**config.mk**
```make
export PLATFORM = sky130hd
export DESIGN_NAME = scaled_scroll_tile_mapper
export DESIGN_NICKNAME = d
export VERILOG_FILES = /design/src/rtl/scaled_scroll_tile_mapper.sv
export SDC_FILE = /design/constraint.sdc
export NUM_CORES = 1
export LEC_CHECK = 0
export BUFFER_PORTS_ARGS = -buffer_cell sky130_fd_sc_hd__buf_2
export CAP_MARGIN = 30
export CORE_ASPECT_RATIO = 2
export CORE_MARGIN = 2
export CORE_UTILIZATION = 39
export DETAILED_ROUTE_END_ITERATION = 8
export HOLD_SLACK_MARGIN = 0.05
export PLACE_DENSITY_LB_ADDON = 0.3
export RECOVER_POWER = 100
export SETUP_SLACK_MARGIN = 0.5
export SLEW_MARGIN = 15
export SYNTH_ARGS = -nofsm -noshare
export SYNTH_HDL_FRONTEND = slang
export SYNTH_SLANG_ARGS = --single-unit
export TNS_END_PERCENT = 50
```
**constraint.sdc**
```tcl
create_clock -name vga_clk -period 12.46 [get_ports vga_clk]
set_input_delay 0.623 -clock vga_clk [delete_from_list [all_inputs] [get_ports vga_clk]]
set_output_delay 0.623 -clock vga_clk [all_outputs]
set_load 0.05 [all_outputs]
```
**src/rtl/scaled_scroll_tile_mapper.sv**
```systemverilog
// Background mapper: scales a SRC_W x SRC_H indexed image onto the screen with
// frame-latched scroll wrap, optional mirror, and a 3-cycle aligned colour pipeline.
module scaled_scroll_tile_mapper #(
    parameter int unsigned SRC_W    = 96,
    parameter int unsigned SRC_H    = 96,
    parameter int unsigned SCREEN_W = 640,
    parameter int unsigned SCREEN_H = 480,
    parameter int unsigned ADDR_W   = 15,
    parameter int unsigned IDX_W    = 4
) (
    input  logic              vga_clk,
    input  logic              reset_n,
    input  logic [9:0]        DrawX,
    input  logic [9:0]        DrawY,
    input  logic              blank,
    input  logic [9:0]        scroll_x,
    input  logic [9:0]        scroll_y,
    input  logic              mirror_x,
    output logic [ADDR_W-1:0] rom_address,
    input  logic [IDX_W-1:0]  rom_q,
    output logic [IDX_W-1:0]  pal_index,
    input  logic [3:0]        palette_red,
    input  logic [3:0]        palette_green,
    input  logic [3:0]        palette_blue,
    output logic [3:0]        red,
    output logic [3:0]        green,
    output logic [3:0]        blue
);

    localparam int unsigned CW  = 10;
    localparam int unsigned SW  = CW + 1;
    localparam int unsigned AXW = $clog2(SCREEN_W) + 1;
    localparam int unsigned AYW = $clog2(SCREEN_H) + 1;

    localparam logic [CW-1:0] SRC_W_C = CW'(SRC_W);
    localparam logic [CW-1:0] SRC_H_C = CW'(SRC_H);

    logic [AXW-1:0]    ax_q, ax_d, ax_step;
    logic [AYW-1:0]    ay_q, ay_d, ay_step;
    logic [CW-1:0]     sx_q, sx_d, sy_q, sy_d;
    logic [CW-1:0]     prev_x_q, prev_y_q;
    logic [CW-1:0]     scroll_x_q, scroll_x_d, scroll_y_q, scroll_y_d;
    logic              mirror_q, mirror_d;
    logic [ADDR_W-1:0] rom_address_q, rom_address_d;
    logic              blank_q1, blank_q2;
    logic [3:0]        red_q, green_q, blue_q;

    logic          x_in, y_in, frame_start;
    logic [CW-1:0] mx, px, py;
    logic [SW-1:0] px_sum, py_sum;

    assign x_in        = DrawX < CW'(SCREEN_W);
    assign y_in        = DrawY < CW'(SCREEN_H);
    assign frame_start = (DrawX == '0) && (DrawY == '0);
    assign ax_step     = ax_q + AXW'(SRC_W);
    assign ay_step     = ay_q + AYW'(SRC_H);

    // Step accumulators, frame latch and wrapped source address for this pixel
    always_comb begin
        ax_d          = ax_q;
        sx_d          = sx_q;
        ay_d          = ay_q;
        sy_d          = sy_q;
        scroll_x_d    = scroll_x_q;
        scroll_y_d    = scroll_y_q;
        mirror_d      = mirror_q;
        rom_address_d = rom_address_q;

        if (DrawX == '0) begin
            ax_d = '0;
            sx_d = '0;
        end else if (x_in && (DrawX != prev_x_q)) begin
            if (ax_step >= AXW'(SCREEN_W)) begin
                ax_d = ax_step - AXW'(SCREEN_W);
                sx_d = sx_q + CW'(1);
            end else begin
                ax_d = ax_step;
            end
        end

        if (DrawY == '0) begin
            ay_d = '0;
            sy_d = '0;
        end else if (y_in && (DrawY != prev_y_q)) begin
            if (ay_step >= AYW'(SCREEN_H)) begin
                ay_d = ay_step - AYW'(SCREEN_H);
                sy_d = sy_q + CW'(1);
            end else begin
                ay_d = ay_step;
            end
        end

        // New frame values apply to the very first pixel of the frame
        if (frame_start) begin
            scroll_x_d = CW'(scroll_x % SRC_W_C);
            scroll_y_d = CW'(scroll_y % SRC_H_C);
            mirror_d   = mirror_x;
        end

        mx     = mirror_d ? (SRC_W_C - CW'(1) - sx_d) : sx_d;
        px_sum = SW'(mx) + SW'(scroll_x_d);
        py_sum = SW'(sy_d) + SW'(scroll_y_d);
        px     = (px_sum >= SW'(SRC_W)) ? CW'(px_sum - SW'(SRC_W)) : CW'(px_sum);
        py     = (py_sum >= SW'(SRC_H)) ? CW'(py_sum - SW'(SRC_H)) : CW'(py_sum);

        if (x_in && y_in) begin
            rom_address_d = ADDR_W'(py) * ADDR_W'(SRC_W) + ADDR_W'(px);
        end
    end

    always_ff @(posedge vga_clk or negedge reset_n) begin
        if (!reset_n) begin
            ax_q          <= '0;
            sx_q          <= '0;
            ay_q          <= '0;
            sy_q          <= '0;
            prev_x_q      <= '0;
            prev_y_q      <= '0;
            scroll_x_q    <= '0;
            scroll_y_q    <= '0;
            mirror_q      <= 1'b0;
            rom_address_q <= '0;
            blank_q1      <= 1'b0;
            blank_q2      <= 1'b0;
            red_q         <= '0;
            green_q       <= '0;
            blue_q        <= '0;
        end else begin
            ax_q          <= ax_d;
            sx_q          <= sx_d;
            ay_q          <= ay_d;
            sy_q          <= sy_d;
            prev_x_q      <= DrawX;
            prev_y_q      <= DrawY;
            scroll_x_q    <= scroll_x_d;
            scroll_y_q    <= scroll_y_d;
            mirror_q      <= mirror_d;
            rom_address_q <= rom_address_d;
            blank_q1      <= blank;
            blank_q2      <= blank_q1;
            // Third stage: colour register gated by blank aligned with rom_q
            red_q         <= blank_q2 ? palette_red   : 4'h0;
            green_q       <= blank_q2 ? palette_green : 4'h0;
            blue_q        <= blank_q2 ? palette_blue  : 4'h0;
        end
    end

    assign rom_address = rom_address_q;
    assign pal_index   = rom_q;
    assign red         = red_q;
    assign green       = green_q;
    assign blue        = blue_q;

endmodule

```
==> summary.txt, run 1 <==
Clocking
  • H-Tree Level Count: 3
  • CTS sink count: approximately 100
  • Clk_lat worst skew: about 350 ps
  • CTS Buffer Depth: 2
  • Clock transition at the registers of the reported paths: roughly 70 ps
  • Cts hold-fix bufs: 0
  • Clock root cell: clkbuf_16
  • CTS tree: yes
  • TritonCTS buffer count: 9
  • CTS resizes: 0
  • Post-CTS setup buffers: 0

Floorplan
  • Die Area: about 18000 um^2
  • Core area: ~17000 um^2
  • Site row count: between 60 and 70
  • Die width: approximately 97 um
  • Starting density of the core: about 40%
  • Die H: ~190 um
  • Io pins: 91

STA
  • Final TNS setup: 0 ps
  • RSZ-0062 raised after global routing: no
  • Finish-stage setup viols: 0
  • Crit path time final: around 8400 ps
  • Tcrit/Tclk final: between 60% and 70%
  • Layout Skew: ~7.5 ps
  • Rel. slew slack: -58.3%
  • Worst Max-Slew Pin Slew: between 2000 and 2500 ps
  • Top achievable clock speed: ~0.12 GHz
  • Final Hold Fails: 0
  • Max Slew Vio Count: 81

Run status
  • Violated checks: capacitance limit, slew limit
  • Outcome: finished with violations

Global routing
  • Global-route met3 utilization: 2.40%
  • Pin count of the biggest net entering global routing: a little under 80
  • Initial antenna violation count: 0
  • Routing usage on met2: approximately 34%
  • First-pass GRT wire length: approximately 25000 um
  • Gr ovfl total: 0
  • Gr busiest metal: met2
  • Met1 GRT Util: around 17%
  • Vias in the first global route: 5348
  • Total GRT Usage: around 17%

Yosys
  • Commonest cells post-synth: dfrtp_1, nand2_1, xnor2_1, nor2_1, ha_1
  • Synth top area share: a little under two fifths
  • Seq cells post-synth: 101
  • Synthesized Nets: just over 800
  • Post-Syn Instances: 702
  • Area contributors post-synth: dfrtp_1, ha_1, xnor2_1
  • Most common cell in the netlist: dfrtp_1
  • Register area share after synthesis: between 30 and 40%
  • Synth cell types: 77
  • Async S/R FF share, synth: 100%
  • Largest area contributor in the netlist: dfrtp_1
  • Netlist Area Pre-Place: approximately 6700 um^2
  • Syn. warnings: 0
  • Post-synth top flop: dfrtp_1
  • Average cell area after synthesis: between 9 and 10 um^2
  • Number of flops mapped to enable cells by yosys: 0

Route
  • DR vias/cell: between 5 and 6
  • Detailed Routing Iterations Pass 1: 5
  • Routed Antenna Nets: 0
  • Detailed Route Iter0 Violations: about 230
  • DRC Markers: 0
  • Vias: about 5200
  • Routed len/inst: around 15 um
  • Post-detailed-routing wire length: between 15000 and 20000 um

Setup path
  • CP max stage cell: mux2i_1
  • Critical Path Source Type: primary input
  • Largest fanout on the critical path: 23
  • CP Class: primary input to flop
  • Slowest stage delay, CP: about 830 ps
  • Crit. End Element: flop
  • Crit path required time: around 13000 ps
  • Worst R2R Start: ay_q[5]$_DFFE_PN0P_
  • Critical Path AT: between 8000 and 9000 ps
  • Setup crit start: DrawX[6]

Finish
  • Synthesis-to-layout area growth: 10.7%
  • Fraction of layout cells with a size suffix above 1: under 10%
  • Antenna Cells: 0
  • Multi-input logic area: ~3900 um^2
  • Fill count: 1710
  • Area taken by flip-flops and latches: about 2500 um^2
  • Nets: 885
  • Non-filler instance count after layout: 987
  • Final instance area: 7410 um^2

Power and ir drop
  • Leakage: roughly 3.4 nW
  • Worst ir drop on vdd: around 0.13 mV
  • Power density over the cells: 193 nW/um^2
  • Final Power: about 0.0014 W

Placement
  • Placed inst area: just over 7000 um^2
  • Port Buffers: 82
  • Final RePlAce weighted congestion: roughly 0.83
  • Dpl hpwl: between 10000 and 15000 um
  • Cells after DPL: 972

Run
  • Max Cap Viol: 2

Worst hold path
  • Worst Hold Class: flop to flop
  • Min-delay src: blank_q1$_DFF_PN0_
[registers in the layout, indices dropped and copies added (netlist names)]
name	count
ay_q	5
blank_q1	1
green	4
red	4
rom_address	15
blue	4
mirror_q	1
blank_q2	1
prev_y_q	10
ax_q	6
sx_q	10
scroll_x_q	10
scroll_y_q	10
sy_q	10
prev_x_q	10
[through the flow]
| stage | hold WS (ps) | utilization (%) | worst slack, ps |
|---|---|---|---|
| finish | 354 | 44.2 | 4010 |
| global route | 366 | 44.2 | 3150 |
| CTS | 177 | 44.9 | 4760 |
| detailed placement | 340 | 43.4 | 4780 |
| global placement | 345 | 43.4 | 4950 |
| floorplan | 327 | - | 5690 |
[cells in the final DEF, fill, tap and decap left out, types with 13 or more instances in the layout]
cell and count:
a21oi_1 29, dfrtp_1 101, a211oi_1 13, xnor2_1 52, buf_2 34, o21ai_0 36
nor2_1 52, xor2_1 30, nand2_1 92, and2_0 15, clkbuf_1 51, ha_1 44
nor2b_1 17, inv_1 20
[critical path, delay by kind of cell]
family                   cells  cell delay [ps]
multiplexers                 2             1220
AO/OA/AOI/OAI               13             2320
XOR/XNOR                     1              170
buffers and inverters        3              890
AND/OR/NAND/NOR              5             2250
adder cells (fa/ha/maj)      4             1190
[path summary, 6_finish.rpt]
| path | to | slack (ps) | cells after the start |
|---|---|---|---|
| worst min-delay path | blank_q2$_DFF_PN0_ | 350 | 0 |
| worst min register to register | blank_q2$_DFF_PN0_ | 350 | 0 |
| worst max-delay path | rom_address[14]$_DFFE_PN0P_ | 4010 | 28 |
| max in group asynchronous | ay_q[6]$_DFFE_PN0P_ | 7740 | 3 |
| min in group asynchronous | sx_q[7]$_DFF_PN0_ | 560 | 1 |
| worst max register to register | rom_address[14]$_DFFE_PN0P_ | 4760 | 27 |
[power breakdown]
part           switching, W  internal (W)
clock              0.000125      0.000134
combinational      0.000438      0.000289
sequential        0.0000596      0.000387
[cell type report]
class | count | share of cell area (%)
Sequential cell | 101 | 34.1
Inverter | 21 | 1.06
Tap cell | 207 | 3.49
Multi-Input combinational cell | 557 | 52.7
Timing Repair Buffer | 87 | 5.08
Clock buffer | 9 | 3.04
Clock inverter | 5 | 0.490
[cell families (layout without fill, tap and decap cells)]
family / count (synthesis) / in the layout / share of synthesized area (%)
XOR/XNOR: 82 / 82 / 10.7
multiplexers: 17 / 17 / 2.99
flip-flops: 101 / 101 / 37.8
adder cells (fa/ha/maj): 48 / 48 / 9.42
AO/OA/AOI/OAI: 140 / 140 / 14.5
AND/OR/NAND/NOR: 270 / 270 / 21.5
buffers and inverters: 44 / 122 / 3.10
[per-layer routing]
metal  wire length, um  vias up
met5                 0        -
met4               453        0
met3               381       22
met2              8610       84
met1              5620     2434
li1                  -     2616
Note: power is estimated with default switching activity, not from simulation.
==> run 2, diff against run 1 <==
- ABC_AREA: not set -> 1
- clock period: 12.46 -> 8.07 ns (I/O delays scaled with it)
==> run 2 against run 1 <==
Cell count is 28% higher. Synthesized cell count is 37% higher. Critical path type unchanged. Sequential power is 60% higher. The flow still finishes with violations (capacitance limit, slew limit).
==> summary.txt, run 2 <==
Setup path
  • Worst R2R Start: ax_q[5]$_DFFE_PN0P_
  • Setup crit start: DrawY[1]
  • Crit. End Element: flop
  • Crit path required time: 8320 ps (-4350 ps)
  • Critical Path Source Type: primary input
  • R2r setup slk: 1650 ps (-3110 ps)
  • CP Class: primary input to flop
  • Slowest stage delay, CP: 600 ps (-230 ps)
  • CP max stage cell: inv_1
  • Largest fanout on the critical path: 20 (-13%)
  • Critical Path AT: 6780 ps (-1880 ps)
  • Cell mode on critical path: nand2_1

Global routing
  • Gr ovfl total: 0 (unchanged)
  • Pin count of the biggest net entering global routing: 57 (-28%)
  • Total GRT Usage: 18.1% (+1.1 points)
  • Initial antenna violation count: 1 (+1)
  • First-pass GRT wire length: 28300 um (+11%)
  • Vias in the first global route: 6296 (+18%)

Clocking
  • H-Tree Level Count: 3 (unchanged)
  • CTS Buffer Depth: 2 (unchanged)
  • CTS resizes: 0 (unchanged)
  • CTS sink count: 101 (unchanged)
  • TritonCTS buffer count: 9 (unchanged)
  • Clk_lat worst skew: 350 ps (about the same)
  • Cts hold-fix bufs: 0 (unchanged)
  • CTS tree: yes
  • Post-CTS setup buffers: 0 (unchanged)
  • Clock transition at the registers of the reported paths: 70 ps (about the same)
  • Clock root cell: clkbuf_16

Floorplan
  • Die Area: 19100 um^2 (+4.5%)
  • Io pins: 91 (unchanged)
  • Core area: 17700 um^2 (+5.6%)
  • Die H: 193 um (+2.2%)
  • Starting density of the core: 39.6% (-0.36 points)
  • Die width: 98.7 um (+2.2%)
  • Site row count: 69 (+3.0%)

Yosys
  • Synth top area share: 36.1% (-1.7 points)
  • Commonest cells post-synth: nand2_1, inv_1, dfrtp_1, nor2_1, nand3_1
  • Seq cells post-synth: 101 (unchanged)
  • Synthesized Nets: 1073 (+32%)
  • Most common cell in the netlist: nand2_1
  • Largest area contributor in the netlist: dfrtp_1
  • Post-synth top flop: dfrtp_1
  • Average cell area after synthesis: 7.26 um^2 (-24%)
  • Async S/R FF share, synth: 100% (unchanged)
  • Synth cell types: 42 (-45%)
  • Area contributors post-synth: dfrtp_1, nand2_1, inv_1
  • Netlist Area Pre-Place: 7000 um^2 (+4.6%)
  • Syn. warnings: 0 (unchanged)
  • Number of flops mapped to enable cells by yosys: 0 (unchanged)
  • Post-Syn Instances: 965 (+37%)
  • Register area share after synthesis: 36.1% (-1.7 points)

STA
  • Finish-stage setup viols: 0 (unchanged)
  • Max Slew Vio Count: 104 (+28%)
  • Tcrit/Tclk final: between 80 and 90%
  • Crit path time final: around 6500 ps
  • Final worst slack: 1540 ps (-2480 ps)
  • Rel. slew slack: -96.9% (-39 points)
  • Top achievable clock speed: about 0.15 GHz
  • Final TNS setup: 0 ps (unchanged)
  • Final Hold Fails: 0 (unchanged)
  • RSZ-0062 raised after global routing: no
  • Layout Skew: 11.8 ps (+4.34 ps)
  • Worst Max-Slew Pin Slew: 2950 ps (+580 ps)

Route
  • Detailed Routing Iterations Pass 1: 5 (unchanged)
  • Vias: 6191 (+20%)
  • WL met2: 9300 um (+8.0%)
  • Detailed Route Iter0 Violations: 192 (-18%)
  • WL met3: 468 um (+23%)
  • Met1 wire length: 6340 um (+13%)
  • DRC Markers: 0 (unchanged)
  • DR vias/cell: 4.90 (-6.2%)
  • Max layer used: met5
  • Routed Antenna Nets: 0 (unchanged)
  • Post-detailed-routing wire length: 16600 um (+10%)
  • Routed len/inst: 13.1 um (-14%)

Finish
  • Fill count: 1859 (+8.7%)
  • Most common cell after layout, fill and taps aside: nand2_1
  • Area taken by flip-flops and latches: 2530 um^2 (unchanged)
  • Nets: 1153 (+30%)
  • Fraction of layout cells with a size suffix above 1: 6.48% (-3.3 points)
  • Final instance area: 7800 um^2 (+5.2%)
  • Most frequent cells in the layout: nand2_1, inv_1, dfrtp_1, nor2_1, nand3_1
  • Antenna Cells: 0 (unchanged)
  • Synthesis-to-layout area growth: 11.4%
  • Max reg flops: 15 (unchanged)
  • Multi-input logic area: 3770 um^2 (-3.6%)

Worst hold path
  • Min-delay src: blank
  • Worst Hold Class: primary input to flop

Power and ir drop
  • Power density over the cells: 473 nW/um^2 (+140%)
  • Leakage: 4.24 nW (+25%)
  • Worst ir drop on vdd: 0.472 mV (+280%)

Placement
  • Final RePlAce weighted congestion: 0.892 (+7.5%)
  • DP Worst Slack: 1650 ps (-3130 ps)
  • Port Buffers: 82 (unchanged)
  • Placed inst area: 7610 um^2 (+4.7%)
  • Dpl hpwl: 13200 um (+11%)

Run status
  • Outcome: finished with violations
  • Violated checks: capacitance limit, slew limit

Run
  • Max Cap Viol: 2 (unchanged)
run 2: stage by stage:
step / total power (W) / std cells / hold WS [ps] / utilization [%]
3_3_place_gp: 0.00328 / 1247 / 336 / 43.0
3_5_place_dp: 0.00329 / 1247 / 344 / 43.0
4_1_cts: 0.00375 / 1263 / 90.8 / 44.6
2_1_floorplan: 0.00274 / 965 / 108 / -
5_1_grt: 0.00413 / 1263 / 151 / 44.1
6_report: 0.00369 / 1263 / 159 / 44.1
run 2: report_power, final:
part | internal [W] | leakage, nW | switching [W]
combinational | 0.000904 | 2.90 | 0.00164
clock | 0.000242 | 0.134 | 0.000189
sequential | 0.000626 | 1.20 | 0.0000906
run 2: cells by family after synthesis:
kind of cell               share of synthesized area (%)
DFF                                                 36.1
xor gates and xnor gates                            6.38
AOI/OAI and AO/OA                                   8.42
and+or+nand+nor                                     30.4
adders and majority gates                           9.01
muxes                                              0.161
buffers and inverters                               9.51
run 2: cell type report:
cell class | instances | area share [%]
Tap cell | 213 | 3.42
Sequential cell | 101 | 32.4
Clock inverter | 3 | 0.594
Multi-Input combinational cell | 693 | 48.3
Timing Repair Buffer | 83 | 4.62
Inverter | 157 | 7.57
Clock buffer | 13 | 3.08
run 2: worst paths after layout:
path                                               end  depth (start not counted)
max                        rom_address[14]$_DFFE_PN0P_                         39
min                                 blank_q1$_DFF_PN0_                          1
max reg2reg                rom_address[14]$_DFFE_PN0P_                         44
min reg2reg                         blank_q2$_DFF_PN0_                          0
max in group asynchronous   rom_address[3]$_DFFE_PN0P_                          2
min in group asynchronous      scroll_y_q[9]$_DFF_PN0_                          1
run 2: worst max-delay path: cells and delay by family:
family,cells,cell delay [ps]
AOI/OAI and AO/OA,3,350
xor gates and xnor gates,2,470
adders and majority gates,4,1220
buffers and inverters,6,1070
and+or+nand+nor,24,3260
run 2: metal layers:
metal	track usage, %	up-vias
met5	0	-
met4	8.12	2
met3	2.31	27
met2	34.7	102
met1	19.1	2831
li1	-	3229
==> run 3, diff against run 2 <==
- clock period: 8.07 -> 6.3 ns (I/O delays scaled with it)
==> run 3 against run 2 <==
The flow still finishes with violations (capacitance limit, slew limit). Total power rose by 41%. Non-clock buffer count rose by 35. Sequential power rose by 28%. Global-route usage barely moved. Register-to-register slack got worse by 1100 ps. Flip-flop and latch count did not move. Wire length rose by 5.2%. Critical endpoint is now rom_address[13]$_DFFE_PN0P_.
==> summary.txt, run 3 (synthesis results as in run 2) <==
Finish
  • Final instance area: 8340 um^2 (+6.9%)
  • Antenna Cells: 0 (unchanged)
  • Fill count: 1787 (-3.9%)
  • Fraction of layout cells with a size suffix above 1: 14.4% (+7.9 points)
  • Nets: 1188 (+3.0%)
  • Multi-input logic area: 4040 um^2 (+7.2%)
  • Most frequent cells in the layout: nand2_1, inv_1, dfrtp_1, nor2_1, nand3_1
  • Synthesis-to-layout area growth: 19.0%
  • Most common cell after layout, fill and taps aside: nand2_1
  • Max reg flops: 15 (unchanged)
  • Area taken by flip-flops and latches: 2530 um^2 (unchanged)

Route
  • Routed Antenna Nets: 0 (unchanged)
  • Post-detailed-routing wire length: 17500 um (+5.2%)
  • DRC Markers: 0 (unchanged)
  • Detailed Route Iter0 Violations: 336 (+75%)
  • Routed len/inst: 13.5 um (+2.3%)
  • Vias: 6496 (+4.9%)
  • DR vias/cell: 5.00 (+2.1%)
  • Detailed Routing Iterations Pass 1: 5 (unchanged)

Setup path
  • Cell mode on critical path: nand2_1
  • Critical Path Source Type: flop
  • CP Class: flop to flop
  • Crit-path leading delay family: simple AND/OR/NAND/NOR gates
  • R2r setup slk: 540 ps (-1110 ps)
  • WP buf/inv: 7 (+1)
  • CP max stage cell: dfrtp_1
  • Critical Path AT: 5970 ps (-810 ps)
  • Largest fanout on the critical path: 6 (-70%)
  • Crit path required time: 6510 ps (-1810 ps)
  • Crit. End Element: flop
  • Slowest stage delay, CP: 400 ps (-200 ps)

Clocking
  • CTS Buffer Depth: 2 (unchanged)
  • Clock transition at the registers of the reported paths: 70 ps (about the same)
  • CTS tree: yes
  • H-Tree Level Count: 3 (unchanged)
  • TritonCTS buffer count: 9 (unchanged)
  • Clock root cell: clkbuf_16
  • Clk_lat worst skew: 360 ps (about the same)
  • CTS sink count: 101 (unchanged)

Placement
  • Placed inst area: 7640 um^2 (+0.30%)
  • Final RePlAce weighted congestion: 0.878 (-1.6%)
  • Dpl hpwl: 13300 um (+0.28%)
  • Port Buffers: 82 (unchanged)
  • DP Worst Slack: 303 ps (-1350 ps)

Floorplan
  • Core area: 17700 um^2 (unchanged)
  • Starting density of the core: 39.6% (unchanged)
  • Io pins: 91 (unchanged)
  • Site row count: 69 (unchanged)
  • Die Area: 19100 um^2 (unchanged)
  • Die H: 193 um (unchanged)
  • Die width: 98.7 um (unchanged)

STA
  • Tcrit/Tclk final: between 90% and 100%
  • Worst Max-Slew Pin Slew: 2630 ps (-325 ps)
  • Finish-stage setup viols: 0 (unchanged)
  • Final worst slack: 544 ps (-992 ps)
  • Max Slew Vio Count: 93 (-11%)
  • RSZ-0062 raised after global routing: yes
  • Rel. slew slack: -75.3% (+22 points)
  • Crit path time final: 5760 ps
  • Layout Skew: 7.74 ps (-4.08 ps)
  • Top achievable clock speed: ~0.17 GHz
  • Final TNS setup: 0 ps (unchanged)
  • Final Hold Fails: 0 (unchanged)

Global routing
  • Gr ovfl total: 0 (unchanged)
  • First-pass GRT wire length: 28500 um (+0.66%)
  • Total GRT Usage: 18.1% (about the same)
  • Pin count of the biggest net entering global routing: 71 (+25%)
  • Initial antenna violation count: 0 (-1)
  • Vias in the first global route: 6291 (-0.079%)

Power and ir drop
  • Power density over the cells: 623 nW/um^2 (+32%)
  • Worst ir drop on vdd: 0.686 mV (+46%)
  • Leakage: 4.45 nW (+4.9%)

Run status
  • Outcome: finished with violations
  • Violated checks: capacitance limit, slew limit

Worst hold path
  • Worst Hold Class: primary input to flop

Run
  • Max Cap Viol: 2 (unchanged)
-- run 3: cell count changes in the layout (fill, tap and decap cells not counted), moves of 8 or more --
cell,change
buf_4,+30
inv_1,-8
nand2_1,-8
xor2_1,-9
xor2_2,+9
-- run 3: final cells by class --
| cell class | count | area share [%] |
|---|---|---|
| Tap cell | 213 | 3.20 |
| Multi-Input combinational cell | 693 | 48.5 |
| Clock buffer | 10 | 2.87 |
| Sequential cell | 101 | 30.3 |
| Clock inverter | 6 | 0.555 |
| Inverter | 157 | 7.15 |
| Timing Repair Buffer | 118 | 7.45 |
-- run 3: routing by layer --
layer  vias up  GRT usage [%]  share of wire (%)
met5         -              0                  0
met3        46           2.85                3.4
met2       146           35.3                 56
li1       3281              -                  -
met4         0           7.10                3.4
met1      3023           18.7                 37
-- run 3: where the power goes --
group,internal (W),total (W),switching [W]
logic,0.00145,0.00373,0.00227
clock network,0.000282,0.000544,0.000262
registers,0.000802,0.000921,0.000120
-- run 3: through the flow --
stage,hold WS [ps],cells,util [%],total power (W)
global placement,293,1250,43.2,0.00421
CTS,61.4,1273,45.1,0.00485
global route,64.7,1298,47.1,0.00577
finish,78.5,1298,47.1,0.00519
detailed placement,289,1250,43.2,0.00423
floorplan,19.4,965,-,0.00351
-- run 3: final timing paths --
kind / startpoint / cells after the start / endpoint
setup / recovery: ax_q[5]$_DFFE_PN0P_ / 42 / rom_address[13]$_DFFE_PN0P_
hold / removal: DrawY[1] / 1 / prev_y_q[1]$_DFF_PN0_
setup reg to reg: ax_q[5]$_DFFE_PN0P_ / 42 / rom_address[13]$_DFFE_PN0P_
hold reg to reg: blank_q1$_DFF_PN0_ / 0 / blank_q2$_DFF_PN0_
max in group asynchronous: reset_n / 4 / rom_address[2]$_DFFE_PN0P_
min in group asynchronous: reset_n / 2 / scroll_y_q[7]$_DFF_PN0_
-- run 3: repair_timing --
action | 4_1_cts | 5_1_grt
setup buffers | 5 | 24
pin swaps | 4 | 33
hold buffers | 2 | 0
gates resized for setup | 4 | 69
endpoints found under the hold margin | 32 | 0
gates cloned | 0 | 0
setup endpoints to repair | 3 | 5
